### src/rtl/prbs_pkg.sv
// Shared PRBS9 definitions: taps, checker states and
// a saturating increment used by the checker counters.
package prbs_pkg;

    localparam int TAP_HI = 8;
    localparam int TAP_LO = 4;

    typedef enum logic {
        SEARCH = 1'b0,
        LOCKED = 1'b1
    } chk_state_e;

    // Increment v, holding at 2^w - 1 (w up to 64).
    function automatic logic [63:0] sat_inc(
        input logic [63:0] v,
        input int unsigned w
    );
        logic [63:0] max_v;
        max_v = (w >= 64) ? '1 : ((64'd1 << w) - 64'd1);
        return (v >= max_v) ? max_v : v + 64'd1;
    endfunction

endpackage

### src/rtl/prbs_sat_counter.sv
// Saturating event counter with synchronous clear; an
// increment coinciding with clear loads 1.
module prbs_sat_counter
    import prbs_pkg::*;
#(
    parameter int CNT_W = 32
) (
    input  logic             clk,
    input  logic             rst_n,
    input  logic             i_inc,
    input  logic             i_clr,
    output logic [CNT_W-1:0] o_cnt
);

    logic [CNT_W-1:0] r_cnt;
    logic [CNT_W-1:0] w_inc_val;

    assign w_inc_val = CNT_W'(sat_inc(64'(r_cnt), CNT_W));

    // Counter register: clear beats hold, increment beats clear.
    always_ff @(posedge clk or negedge rst_n) begin
        if (!rst_n) begin
            r_cnt <= '0;
        end else if (i_clr) begin
            r_cnt <= i_inc ? CNT_W'(1) : '0;
        end else if (i_inc) begin
            r_cnt <= w_inc_val;
        end
    end

    assign o_cnt = r_cnt;

endmodule

### config.mk
export PLATFORM = sky130hd
export DESIGN_NAME = prbs_sat_counter
export DESIGN_NICKNAME = d
export VERILOG_FILES = /design/src/rtl/prbs_pkg.sv /design/src/rtl/prbs_sat_counter.sv
export SDC_FILE = /design/constraint.sdc
export NUM_CORES = 1
export LEC_CHECK = 0
export ABC_AREA = 1
export ABC_CLOCK_PERIOD_IN_PS = 1400
export BUFFER_PORTS_ARGS = -buffer_cell sky130_fd_sc_hd__buf_2
export CORE_ASPECT_RATIO = 1.4
export CORE_MARGIN = 2
export CORE_UTILIZATION = 51
export CTS_CLUSTER_DIAMETER = 150
export DETAILED_ROUTE_END_ITERATION = 16
export HOLD_SLACK_MARGIN = 0.12
export PLACE_DENSITY = 0.76
export SETUP_SLACK_MARGIN = 0.2
export SKIP_LAST_GASP = 1
export SLEW_MARGIN = 20
export SYNTH_ARGS = -nofsm -noshare
export SYNTH_HDL_FRONTEND = slang
export SYNTH_SLANG_ARGS = --single-unit
### constraint.sdc
create_clock -name clk -period 1.4 [get_ports clk]
set_input_delay 0.07 -clock clk [delete_from_list [all_inputs] [get_ports clk]]
set_output_delay 0.07 -clock clk [all_outputs]
set_load 0.03 [all_outputs]
==> results of run 1 <==
[final cells by class]
type	instances	area [sq um]	share of cell area
Timing Repair Buffer	106	747	0.232
Clock buffer	8	90.1	0.0280
Multi-Input combinational cell	279	1410	0.439
Inverter	25	96.3	0.0300
Tap cell	45	56.3	0.0175
Sequential cell	32	813	0.253
[path summary, 6_finish.rpt]
check | from | endpoint | slack, ps | cells after the start
max in group asynchronous | rst_n | o_cnt[3] | 720 | 3
max | o_cnt[12] | o_cnt[23] | -210 | 9
min in group asynchronous | rst_n | o_cnt[19] | 330 | 3
min reg2reg | o_cnt[31] | o_cnt[31] | 600 | 3
min | i_clr | o_cnt[0] | 140 | 3
max reg2reg | o_cnt[12] | o_cnt[23] | -210 | 9
[layer usage]
metal  routed length, um  vias to the layer above  share of wire
li1                    -                     1295              -
met1                2830                     1281           0.37
met2                4020                      154           0.53
met3                 424                       37          0.056
met4                 318                        0          0.042
met5                   0                        -              0
[cells in the final DEF (no fill, tap or decap), types with 4 or more instances in the layout]
master,n
buf_2,35
nor2_1,29
nand3_1,24
clkbuf_8,6
nand3_2,9
nand2_1,145
nand2_2,13
dfrtp_2,10
nand3b_1,4
nor3_1,7
dfrtp_1,22
buf_4,65
nor2_2,9
o21ai_0,10
nor2_4,6
xor2_1,4
inv_1,23
[where the power goes]
| group | switching [W] | internal, W |
|---|---|---|
| logic | 0.0000982 | 0.0000500 |
| clock network | 0.000362 | 0.000401 |
| registers | 0.0000108 | 0.000933 |
| total | 0.000471 | 0.00138 |
[repair_timing]
| item | CTS | global route |
|---|---|---|
| endpoints found under the hold margin | 32 | 0 |
| resized for setup | 12 | 31 |
| hold buffers | 1 | 0 |
| setup buffers | 1 | 3 |
| pin swaps | 4 | 17 |
| setup endpoints to repair | 32 | 32 |
[cells in the mapped netlist, drive strengths merged]
master,n
a21oi,3
and2,1
buf,2
clkbuf,6
dfrtp,32
ha,1
inv,25
nand2,160
nand3,34
nand3b,4
nor2,45
nor3,7
o211ai,3
o21ai,15
o31ai,2
xor2,4
[per-stage QoR]
stage	hold slack [ps]	total power [W]	setup slack, ps
2_1_floorplan	-226	0.00102	-203
3_3_place_gp	121	0.00110	-152
3_5_place_dp	124	0.00110	-199
4_1_cts	143	0.00184	-112
5_1_grt	154	0.00191	-302
6_report	142	0.00186	-210
[cell families (layout without fill, tap and decap cells)]
family	Yosys count	in the layout	synth area share
buffers and inverters	33	139	0.0602
AND/OR/NAND/NOR	251	251	0.493
AO/OA/AOI/OAI	23	23	0.0585
adder cells (fa/ha/maj)	1	1	0.00573
XOR/XNOR	4	4	0.0161
flip-flops	32	32	0.367
[critical path, cell delays in order (launching register included)]
cell	delay [ps]
dfrtp_1	430
nand2_2	110
nor2_2	190
nand2_2	140
nor2_8	160
nand3_4	150
buf_12	190
nand3_2	50
nand2_1	50
nand2_1	80
==> impl_metrics.tcl, run 1 <==
set metrics [dict create \
    numClockSinks 32 \
    ys_warn_count 0 \
    ys_seq_area_frac 0.367 \
    syn_area_sq_um 2180 \
    grt_max_degree 33 \
    max-clock-path-buffers 2 \
    numCtsBuffers 5 \
    nets 454 \
    violations "setup timing" \
    synth_top_area_frac 0.367 \
    final_cell_area_sq_um 3220 \
    setup_ws_ps -210 \
    routed_wl_um 7600 \
    vias 2767 \
    ant_nets 0 \
    numPortBuffers 35 \
    min_period_ps 1610 \
    fin_cells 495 \
    post-route-util 0.771 \
    clk_latency_ps 290 \
    hold_viol_final 0 \
    grt_remaining_overflow 0 \
    grt.busiest_layer "met2" \
    crit_type "flip-flop to flip-flop" \
    area_growth_pct 47.4 \
    yosys-top-cells-area "dfrtp_1 37%, nand2_1 27%, nand3_1 7.6%" \
    cellLeakagePower_nw 1.74 \
    grt_pass1_vias 2525 \
    antenna_cells 0 \
    cap_violations 0 \
    first_pass_iters 5 \
    crit_fanout 7 \
    fin_skew_ps 7.27 \
    critPathLaunchType "flip-flop" \
    cts_root_buffer "clkbuf_8" \
    post_drt_wl_per_cell_um 15.3 \
    setup_viol 32 \
    io_pins 36 \
    syn_nets 349 \
    die_w_um 59.3 \
    globalRouteMet3Util 0.0430 \
    rsz0062_at_grt "true" \
    setup_tns_ps -5340 \
    post-route-period-util 1.15 \
    cts_tree "yes" \
    largest_reg_flops 32 \
    critPathRequiredTime_ps 1630 \
    coreArea_sq_um 4170 \
    place_congestion 0.954 \
    n_fill_cell 322 \
    hpwl_um 5100 \
    cts.clk_slew.worst_paths_ps 70 \
    drt-initial-drc-count 183 \
    die_height_um 81.4 \
    maxSlewViolCount 0 \
    status "complete, but fails checks" \
    ys_ff_latch 32 \
    antenna_found_initial 0 \
    slew_headroom 0.711 \
    h-tree-depth 2 \
    rows 28 \
    synthCells 344 \
    drive_gt1_frac 0.376 \
    ys_types 25 \
    grtUsageTotal 0.315 \
    hold_path_class "input port to flip-flop" \
    placed_area_sq_um 2920 \
    start_util 0.523 \
    grt_pass1_wl_um 11600 \
    postSynthAreaPerCell_sq_um 6.34 \
    vdd.ir_drop.worst_mv 0.574 \
    grt_use_met2 0.573 \
    met1_usage 0.353 \
    post-synth-top-area-cell "dfrtp_1" \
    die_area_sq_um 4830 \
    worstSetupEndpointType "flip-flop" \
    crit_arrival_ps 1840 \
    post-route-drc-count 0 \
    worst-slew-pin-transition_ps 433 \
    dp.cells 482 \
    max_freq_mhz 621 \
    power.density_nw_per_um2 577 \
    routed_via_density 5.59 \
]
No activity file was read; power rests on OpenSTA's default activity.
==> run 2: changes to the inputs <==
- GPL_ROUTABILITY_DRIVEN: unset -> 1
- SKIP_CTS_REPAIR_TIMING: unset -> 1
==> impl_metrics.tcl, run 2 (synthesis gave the netlist of run 1 again) <==
set metrics [dict create \
    max_freq_mhz 630 \
    hold_viol_final 0 \
    fin_cells 499 \
    pre_cts_ws_ps -199 \
    grt_remaining_overflow 0 \
    post-route-period-util 1.13 \
    cellLeakagePower_nw 1.71 \
    slew_headroom 0.711 \
    drt-initial-drc-count 167 \
    final_cell_area_sq_um 3150 \
    regArea_sq_um 813 \
    placed_area_sq_um 2920 \
    rsz0062_at_grt "true" \
    cpPeakStageDelay_ps 420 \
    numCtsBuffers 5 \
    crit_type "flip-flop to flip-flop" \
    routed_via_density 5.51 \
    grt_pass1_wl_um 11100 \
    cap_violations 0 \
    grt_use_met2 0.552 \
    crit_fanout 7 \
    io_pins 36 \
    max-clock-path-buffers 2 \
    critPathMostFrequentCell "nand2_1" \
    worstSetupEndpointType "flip-flop" \
    critPathRequiredTime_ps 1620 \
    die_w_um 59.3 \
    worst-slew-pin-transition_ps 434 \
    drive_gt1_frac 0.337 \
    cts_root_buffer "clkbuf_8" \
    grt_max_degree 33 \
    hold_path_class "input port to flip-flop" \
    cts.clk_slew.worst_paths_ps 70 \
    rows 28 \
    violations "setup timing" \
    design_power_total_w 0.00185 \
    critPathLaunchType "flip-flop" \
    numPortBuffers 35 \
    setup_ws_ps -188 \
    vias 2747 \
    post_drt_wl_per_cell_um 14.8 \
    h-tree-depth 2 \
    setup_viol 32 \
    numClockSinks 32 \
    final_cell_mix "152 x nand2_1, 72 x buf_4, 35 x buf_2" \
    min_period_ps 1590 \
    largest_reg_flops 32 \
    fin_skew_ps 8.28 \
    power.density_nw_per_um2 587 \
    cp_cell_sequence "nand2_1 -> nor2_2 -> nand2_2 -> nor2_8 -> nand3_4 -> buf_4 -> o21ai_1 -> nand2_1 -> nand2_1" \
    n_fill_cell 328 \
    vdd.ir_drop.worst_mv 0.561 \
    die_area_sq_um 4830 \
    grtUsageTotal 0.303 \
    die_height_um 81.4 \
    cp.buffers_inverters 1 \
    first_pass_iters 5 \
    ant_nets 0 \
    maxSlewViolCount 0 \
    nets 458 \
    cp_top_family "simple AND/OR/NAND/NOR gates" \
    antenna_found_initial 0 \
    coreArea_sq_um 4170 \
    cts_tree "yes" \
    dp.cells 482 \
    post-route-drc-count 0 \
    critPathSlowestCell "dfrtp_1" \
    met1_usage 0.343 \
    start_util 0.523 \
    antenna_cells 0 \
    area_growth_pct 44.3 \
    place_congestion 0.954 \
    status "complete, but fails checks" \
    grt_pass1_vias 2475 \
    routed_wl_um 7370 \
    crit_arrival_ps 1810 \
    grt.busiest_layer "met2" \
    final_common_cell "nand2_1" \
    hpwl_um 5100 \
    multiInputGateArea_sq_um 1330 \
    clk_latency_ps 290 \
    globalRouteMet3Util 0.0430 \
]
-- run 2: changes by cell type in the layout (fill, tap and decap cells not counted), sizes merged --
cell	delta
buf	+4
-- run 2: area by class of cell --
type / instances / share of cell area
Sequential cell: 32 / 0.258
Timing Repair Buffer: 110 / 0.243
Multi-Input combinational cell: 279 / 0.421
Inverter: 25 / 0.0306
Clock buffer: 8 / 0.0286
Tap cell: 45 / 0.0179
-- run 2: where the power goes --
part	internal [W]	total, W	switching [W]
sequential	0.000933	0.000943	0.0000104
combinational	0.0000485	0.000144	0.0000959
clock	0.000401	0.000760	0.000359
total	0.00138	0.00185	0.000465
-- run 2: worst paths after layout --
path                                 from   endpoint  slack [ps]  depth (start not counted)
worst max-delay path            o_cnt[12]   o_cnt[8]        -190                          9
worst min-delay path                i_clr   o_cnt[0]         140                          3
max in group asynchronous           rst_n   o_cnt[3]         720                          3
worst min register to register  o_cnt[31]  o_cnt[31]         610                          3
min in group asynchronous           rst_n  o_cnt[18]         330                          3
worst max register to register  o_cnt[12]   o_cnt[8]        -190                          9
-- run 2: worst register-to-register path: cells and delay by family, from the launching register on --
| family | cells | cell delay, ps |
|---|---|---|
| flops | 1 | 420 |
| compound gates | 1 | 70 |
| buf+inv | 1 | 180 |
| simple gates | 7 | 850 |
-- run 2: layer usage --
metal | wire length [um] | share of wire | vias up
met5 | 0 | 0 | -
met1 | 2740 | 0.37 | 1254
li1 | - | - | 1303
met4 | 267 | 0.036 | 0
met3 | 461 | 0.063 | 37
met2 | 3910 | 0.53 | 153
-- run 2: per-stage QoR --
step	TNS, ps	utilization	hold WS [ps]
final	-4440	0.755	141
after global routing	-6640	0.755	162
after CTS	-3770	0.723	-181
after detailed placement	-2870	0.701	124
after global placement	-1830	0.701	121
after floorplan	-4240	-	-226
